**src/rtl/iobus_pkg.sv**
```systemverilog
// Shared types and constants for the MMIO IOBUS arbiter: FSM states,
// the MMIO address window prefix and the wrapper's peripheral addresses.
package iobus_pkg;

  typedef enum logic [1:0] {
    IDLE = 2'd0,
    BUSY = 2'd1,
    RESP = 2'd2
  } state_t;

  localparam logic [7:0]  MMIO_PREFIX = 8'h11;

  localparam logic [31:0] SWITCHES_AD = 32'h1100_0000;
  localparam logic [31:0] LEDS_AD     = 32'h1108_0000;
  localparam logic [31:0] SSEG_AD     = 32'h110C_0000;

  function automatic logic in_mmio_window(input logic [31:0] addr,
                                          input logic [7:0]  prefix);
    return addr[31:24] == prefix;
  endfunction

endpackage

```
**src/rtl/rr_arb2.sv**
```systemverilog
// Two-way round-robin picker: prefers the requester that did not win last,
// falls back to the other so a lone requester is never blocked.
module rr_arb2 (
  input  logic [1:0] req_i,
  input  logic       last_i,
  output logic [1:0] gnt_o
);

  always_comb begin
    gnt_o = 2'b00;
    if (last_i) begin
      if (req_i[0])      gnt_o = 2'b01;
      else if (req_i[1]) gnt_o = 2'b10;
    end else begin
      if (req_i[1])      gnt_o = 2'b10;
      else if (req_i[0]) gnt_o = 2'b01;
    end
  end

endmodule

```
**src/rtl/iobus_arbiter.sv**
```systemverilog
// Shares the single MMIO IOBUS between two masters (M0 = MCU, M1 = secondary)
// with round-robin fairness, fixed access latency and out-of-window rejection.
module iobus_arbiter #(
  parameter int unsigned ACCESS_LAT  = 1,
  parameter logic [7:0]  MMIO_PREFIX = iobus_pkg::MMIO_PREFIX
) (
  input  logic        CLK,
  input  logic        RST_N,
  input  logic        M0_REQ,
  input  logic [31:0] M0_ADDR,
  input  logic        M0_WR,
  input  logic [31:0] M0_WDATA,
  output logic        M0_GNT,
  output logic        M0_DONE,
  output logic        M0_ERR,
  output logic [31:0] M0_RDATA,
  input  logic        M1_REQ,
  input  logic [31:0] M1_ADDR,
  input  logic        M1_WR,
  input  logic [31:0] M1_WDATA,
  output logic        M1_GNT,
  output logic        M1_DONE,
  output logic        M1_ERR,
  output logic [31:0] M1_RDATA,
  output logic [31:0] BUS_ADDR,
  output logic        BUS_WR,
  output logic [31:0] BUS_WDATA,
  input  logic [31:0] BUS_RDATA
);

  import iobus_pkg::*;

  localparam int unsigned     CNT_W    = $clog2(ACCESS_LAT + 1);
  localparam logic [CNT_W-1:0] CNT_LOAD = CNT_W'(ACCESS_LAT - 1);

  state_t            state_q, state_d;
  logic              last_q,  last_d;
  logic              win_q,   win_d;
  logic              gnt_q,   gnt_d;
  logic              err_q,   err_d;
  logic [CNT_W-1:0]  cnt_q,   cnt_d;
  logic [31:0]       addr_q,  addr_d;
  logic              wr_q,    wr_d;
  logic [31:0]       wdata_q, wdata_d;
  logic [31:0]       rdata_q, rdata_d;

  logic [1:0]        arb_gnt;
  logic              sel_m1;
  logic [31:0]       sel_addr;
  logic              sel_wr;
  logic [31:0]       sel_wdata;

  rr_arb2 u_rr_arb2 (
    .req_i  ({M1_REQ, M0_REQ}),
    .last_i (last_q),
    .gnt_o  (arb_gnt)
  );

  assign sel_m1    = arb_gnt[1];
  assign sel_addr  = sel_m1 ? M1_ADDR  : M0_ADDR;
  assign sel_wr    = sel_m1 ? M1_WR    : M0_WR;
  assign sel_wdata = sel_m1 ? M1_WDATA : M0_WDATA;

  // Control state: reset aborts any transaction in flight without a DONE.
  always_ff @(posedge CLK) begin
    if (!RST_N) begin
      state_q <= IDLE;
      last_q  <= 1'b1;
      win_q   <= 1'b0;
      gnt_q   <= 1'b0;
      err_q   <= 1'b0;
      cnt_q   <= '0;
    end else begin
      state_q <= state_d;
      last_q  <= last_d;
      win_q   <= win_d;
      gnt_q   <= gnt_d;
      err_q   <= err_d;
      cnt_q   <= cnt_d;
    end
  end

  // Transaction latches: only observed through state-gated outputs.
  always_ff @(posedge CLK) begin
    addr_q  <= addr_d;
    wr_q    <= wr_d;
    wdata_q <= wdata_d;
    rdata_q <= rdata_d;
  end

  always_comb begin
    state_d = state_q;
    last_d  = last_q;
    win_d   = win_q;
    gnt_d   = 1'b0;
    err_d   = err_q;
    cnt_d   = cnt_q;
    addr_d  = addr_q;
    wr_d    = wr_q;
    wdata_d = wdata_q;
    rdata_d = rdata_q;

    unique case (state_q)
      IDLE: begin
        if (|arb_gnt) begin
          win_d   = sel_m1;
          gnt_d   = 1'b1;
          addr_d  = sel_addr;
          wr_d    = sel_wr;
          wdata_d = sel_wdata;
          if (in_mmio_window(sel_addr, MMIO_PREFIX)) begin
            state_d = BUSY;
            cnt_d   = CNT_LOAD;
            err_d   = 1'b0;
          end else begin
            // Rejected addresses skip the bus and answer immediately.
            state_d = RESP;
            err_d   = 1'b1;
            rdata_d = '0;
          end
        end
      end

      BUSY: begin
        if (cnt_q == '0) begin
          rdata_d = wr_q ? 32'h0 : BUS_RDATA;
          state_d = RESP;
        end else begin
          cnt_d = cnt_q - 1'b1;
        end
      end

      RESP: begin
        last_d  = win_q;
        state_d = IDLE;
      end

      default: state_d = IDLE;
    endcase
  end

  logic bus_act;
  logic resp;

  always_comb begin
    bus_act   = (state_q == BUSY);
    resp      = (state_q == RESP);

    BUS_ADDR  = bus_act ? addr_q  : 32'h0;
    BUS_WDATA = bus_act ? wdata_q : 32'h0;
    // gnt_q is high only in the first BUSY cycle, giving one strobe per write.
    BUS_WR    = bus_act & gnt_q & wr_q;

    M0_GNT    = gnt_q & ~win_q;
    M1_GNT    = gnt_q &  win_q;

    M0_DONE   = resp & ~win_q;
    M1_DONE   = resp &  win_q;
    M0_ERR    = M0_DONE & err_q;
    M1_ERR    = M1_DONE & err_q;
    M0_RDATA  = M0_DONE ? rdata_q : 32'h0;
    M1_RDATA  = M1_DONE ? rdata_q : 32'h0;
  end

endmodule

```
**config.mk**
```make
export PLATFORM = sky130hd
export DESIGN_NAME = iobus_arbiter
export DESIGN_NICKNAME = d
export VERILOG_FILES = /design/src/rtl/iobus_pkg.sv /design/src/rtl/rr_arb2.sv /design/src/rtl/iobus_arbiter.sv
export SDC_FILE = /design/constraint.sdc
export NUM_CORES = 1
export LEC_CHECK = 0
export CORE_MARGIN = 2
export CORE_UTILIZATION = 38
export DETAILED_ROUTE_END_ITERATION = 7
export PLACE_DENSITY = 0.81
export SLEW_MARGIN = 15
export SYNTH_ARGS = -nofsm -noshare
export SYNTH_HDL_FRONTEND = slang
export SYNTH_SLANG_ARGS = --single-unit
```
**constraint.sdc**
```tcl
create_clock -name CLK -period 5.2 [get_ports CLK]
set_clock_uncertainty 0.1 [all_clocks]
set_input_delay 1.56 -clock CLK [delete_from_list [all_inputs] [get_ports CLK]]
set_output_delay 1.56 -clock CLK [all_outputs]
set_load 0.03 [all_outputs]
```
* Yosys cells after proc, flatten, opt, wreduce, memory -nomap -nowiden
Cells that the tools add are included.
Cells by class: eq/ne operators 7, reductions and logical operators 8, mux-type cells 27, add/sub/neg operators 1, bitwise gates (word level) 9
Operators by type and width (count):
- 32-bit two-way mux | 10
- 32-bit one-hot mux with 2 select lines | 1
- 2-bit two-way mux | 7
- 1-bit AND | 8
- 8-bit by 5-bit equality test with 1-bit output, second input constant | 1
- 2-bit != test, second input constant | 4
- 1-bit two-way mux | 7
- 2-bit AND reduction | 3
- 2-bit one-hot mux with 2 select lines | 1
- 4-bit AND reduction | 1
- 3-bit AND reduction | 1
- 2-bit by 1-bit equality test with 1-bit output, second input constant | 1
- 2-bit equality test, second input constant | 1
- 2-bit logical NOT | 1
- 1-bit one-hot mux with 2 select lines | 1
- 2-bit nonzero test | 1
- 2-bit OR reduction | 1
- 1-bit inverter | 1
- 1-bit subtractor, second input constant | 1
Word-level totals: output and inout port bits 135, input port bits 166, word-level logic and storage cells 62, register bits 104

* Longest topological paths before layout
word-level depth 8, depth in mapped cells 5, depth with buffers taken out 3

* Hierarchy
Synthesis repeated with hierarchy kept, for this count alone.
Unflattened totals: cell total of the unflattened synthesis 395, area total of the unflattened synthesis 5188.7 µm²
Modules (own cells, without submodules):
- iobus_arbiter | cells each 392, area an instance 5170.0 µm², instances 1, sequential area each 3032.9 µm²
- rr_arb2 | cells each 3, area an instance 18.8 µm², instances 1, sequential area each 0.0 µm²

* Worst setup path after synthesis
OpenSTA, ideal clock, no wires.
path kind input-to-reg, start input port M1_REQ, end register addr_q[0] (enable), arrival time 4.394 ns, stages 2, setup time 0.488 ns, path slack 0.218 ns, path buffers 0, required time 4.612 ns, path through o21bai_1 -> nor2_1
On the way: longest elaborated chain between the ends 5, elaborated cells on any way between the ends 6, those cells by class mux (4); reduce/logical (2)
RTL lines:
- start, declared | line iobus_arbiter.sv:17 | input logic M1_REQ,
- 2-bit two-way mux | line rr_arb2.sv:13 | else if (req_i[1]) gnt_o = 2'b10;
- 2-bit two-way mux | line rr_arb2.sv:12 | if (req_i[0]) gnt_o = 2'b01;
- 2-bit two-way mux * | line rr_arb2.sv:11 | if (last_i) begin
- 2-bit OR reduction * | line iobus_arbiter.sv:105 | if (|arb_gnt) begin
- 2-bit AND reduction (no line) *
- end signal, assigned | line iobus_arbiter.sv:85 | addr_q <= addr_d;
- end, declared | line iobus_arbiter.sv:42 | logic [31:0] addr_q, addr_d;
Every way passes the cells marked *; elsewhere a longest branch is shown, timed or not. A chain may end at the register's enable or synchronous reset.

* Final worst setup path
start register state_q[0], end output port BUS_ADDR[2]
On the way: longest elaborated chain between the ends 2
RTL lines:
- start, declared | line iobus_arbiter.sv:36 | state_t state_q, state_d;
- start signal, assigned | line iobus_arbiter.sv:74 | state_q <= state_d;
- 2-bit by 1-bit equality test with 1-bit output | line iobus_arbiter.sv:146 | bus_act = (state_q == BUSY);
- 32-bit two-way mux | line iobus_arbiter.sv:149 | BUS_ADDR = bus_act ? addr_q : 32'h0;
- end, declared | line iobus_arbiter.sv:25 | output logic [31:0] BUS_ADDR,
Every way passes these cells.

==> impl_metrics.env <==
export IMPL_cts_buffer_depth=2
export IMPL_clk_latency_ps=340
export IMPL_cp_top_family="buffers and inverters"
export IMPL_fmax_mhz=228
export IMPL_grt_pass1_vias=4492
export IMPL_routed_wl_um=15300
export IMPL_coreArea_um2=13200
export IMPL_viasPerCell=4.59
export IMPL_hp_class="reg2reg"
export IMPL_grt_overflow_total=0
export IMPL_grt_antenna_before_repair=0
export IMPL_clk_pin_slew_ps=70
export IMPL_ctsResizeCount=0
export IMPL_synth_area_um2=5130
export IMPL_grt_max_degree=47
export IMPL_drv_cap=0
export IMPL_synth_seq_area_share_pct=59.1
export IMPL_floorplan_rows=42
export IMPL_p_switching_uw=511
export IMPL_outcome="finished clean"
export IMPL_antennaDiodeCount=0
export IMPL_synth_area_leaders="edfxtp_1 57%, and2_1 20%, nand2_1 14%"
export IMPL_setup_violations=0
export IMPL_use_met3_pct=6.04
export IMPL_final_period_utilization_pct=84.5
export IMPL_setup_worst_path_class="reg2out"
export IMPL_tritoncts="yes"
export IMPL_timing_slew_headroom_pct=34.9
export IMPL_drt_iter0_drc=187
export IMPL_tns_ps=0
export IMPL_start_util_pct=38.9
export IMPL_p_clk_share_pct=30.8
export IMPL_hpwl_um=11700
export IMPL_met2_usage_pct=38.6
export IMPL_cellLeakagePower_nw=3.46
export IMPL_numCtsBuffers=9
export IMPL_avgSynthCellArea_um2=9.73
export IMPL_dieArea_um2=14400
export IMPL_drc_errors=0
export IMPL_synth_fp_nets=693
export IMPL_pwr_share_comb_pct=18.0
export IMPL_nets=980
export IMPL_clock_root_buffer="clkbuf_16"
export IMPL_path_max_fanout=46
export IMPL_fill_cells=1020
export IMPL_cpPeakStageDelay_ps=680
export IMPL_power_frac_seq_pct=51.2
export IMPL_place_gp_congestion=0.838
export IMPL_post_cts_buffers=0
export IMPL_crit_required_ps=3540
export IMPL_critPathLaunchType="flop"
export IMPL_yosysTopAreaCellShare_pct=56.8
export IMPL_grt_pass1_wl_um=22800
export IMPL_first_pass_iters=4
export IMPL_yosysUniqueCellTypes=30
export IMPL_hold_buffers=0
export IMPL_synth_area_leader_cell="edfxtp_1"
export IMPL_grt_use_total_pct=20.5
export IMPL_synth_edf_count=97
export IMPL_ioPinCount=301
export IMPL_power_total_mw=2.05
export IMPL_crit_path_top_delay_cell="clkdlybuf4s50_1"
export IMPL_yosys_warnings=0
export IMPL_synth_commonest_cells="197 x nand2_1, 163 x and2_1, 97 x edfxtp_1, 25 x clkbuf_1, 6 x dfxtp_1"
export IMPL_p_int_mw=1.54
export IMPL_power_density_nw_per_um2=238
export IMPL_min_period_ps=4390
export IMPL_worst_setup_path_end_kind="output port"
export IMPL_post_drt_wl_per_cell_um=15.3
export IMPL_cts_sinks=103
export IMPL_peakVddDrop_mv=0.217
export IMPL_ant_nets=0
export IMPL_layout_setup_ws_ps=807
export IMPL_vias=4572
export IMPL_critPathArrivalTime_ps=2730
export IMPL_final_core_util_pct=65.3
export IMPL_worst_pin_slew_ps=976
export IMPL_io_buffers=300
export IMPL_finalMaxSlewViolations=0
export IMPL_syn2layout_area_growth_pct=68.0
export IMPL_fp_dieW_um=120
export IMPL_swShare_pct=24.9
export IMPL_h_tree_depth=3
export IMPL_hold_viol=0
export IMPL_drive_above_1_share_pct=3.54
export IMPL_async_reset_ff_share_pct=0
export IMPL_top_usage_layer="met2"
export IMPL_crit_chain="inv_1 -> nor2_4 -> buf_4 -> and2_1 -> clkdlybuf4s50_1"
export IMPL_pre_cts_ws_ps=1080
export IMPL_die_y_um=120
export IMPL_rsz0062_at_grt="no"
export IMPL_critPathBufInv=3
export IMPL_syn_inst=527
export IMPL_globalRouteMet1Util_pct=21.9
export IMPL_ys_ff_latch=103
export IMPL_synth_main_ff_cell="edfxtp_1"
export IMPL_synth_most_common_cell="nand2_1"
[registers in the layout (all words and copies together) (netlist names)]
name,count
addr_q,32
gnt_q,1
wdata_q,32
wr_q,1
err_q,1
last_q,1
win_q,1
state_q,2
rdata_q,32
[path summary, 6_finish.rpt]
kind,slack (ps),cells past startpoint,start,end
hold / removal,430,2,win_q,win_q
setup reg to reg,3110,4,last_q,rdata_q[29]
setup / recovery,810,5,state_q[0],BUS_ADDR[2]
hold reg to reg,430,2,win_q,win_q
[power by group through the flow]
stage	Sequential [mW]	Combinational [mW]	Clock (mW)
5_1_grt	1.06	0.398	0.689
2_1_floorplan	1.06	0.161	0
3_5_place_dp	1.07	0.370	0
6_report	1.05	0.368	0.632
4_1_cts	1.05	0.371	0.648
3_3_place_gp	1.07	0.362	0
[metrics by stage]
stage | instance area (um^2) | hold slack (ps) | instances
3_3_place_gp | 8330 | 414 | 979
6_report | 8620 | 430 | 995
2_1_floorplan | 5130 | 360 | 527
3_5_place_dp | 8330 | 423 | 979
5_1_grt | 8620 | 460 | 995
4_1_cts | 8620 | 434 | 995
[layout by cell type, fill, tap and decap left out, drive strengths merged, types with 2 or more instances in the layout]
cell type	instances
buf	7
a21boi	2
dfxtp	6
clkinv	4
nand2	197
nor2	4
a21oi	3
nand3	3
nand2b	2
clkbuf	9
inv	4
edfxtp	97
clkdlybuf4s50	300
and2	163
[per-layer routing]
layer,share of wire [%],vias to the layer above
met3,8.5,23
met4,2.1,0
li1,-,2262
met1,38,2088
met5,0,-
met2,52,199
[logic make-up after synthesis]
logic type / share of synthesized area (%)
AND/OR/NAND/NOR: 36.5
flip-flops: 59.1
AO/OA/AOI/OAI: 1.83
buffers and inverters: 2.54
[worst register-to-register path, stage by stage (launching register included)]
cell and delay [ps]:
dfxtp_1 400, a21bo_2 520, o211ai_1 200, nand3_1 130, buf_4 380
[cell type report]
| cell class | count | area, um^2 | share of cell area [%] |
|---|---|---|---|
| Inverter | 2 | 7.51 | 0.0871 |
| Tap cell | 176 | 220 | 2.56 |
| Clock inverter | 7 | 56.3 | 0.654 |
| Clock buffer | 9 | 225 | 2.61 |
| Multi-Input combinational cell | 391 | 1990 | 23.1 |
| Sequential cell | 103 | 3030 | 35.2 |
| Timing Repair Buffer | 307 | 3080 | 35.8 |
(Power assumes the default switching activity.)
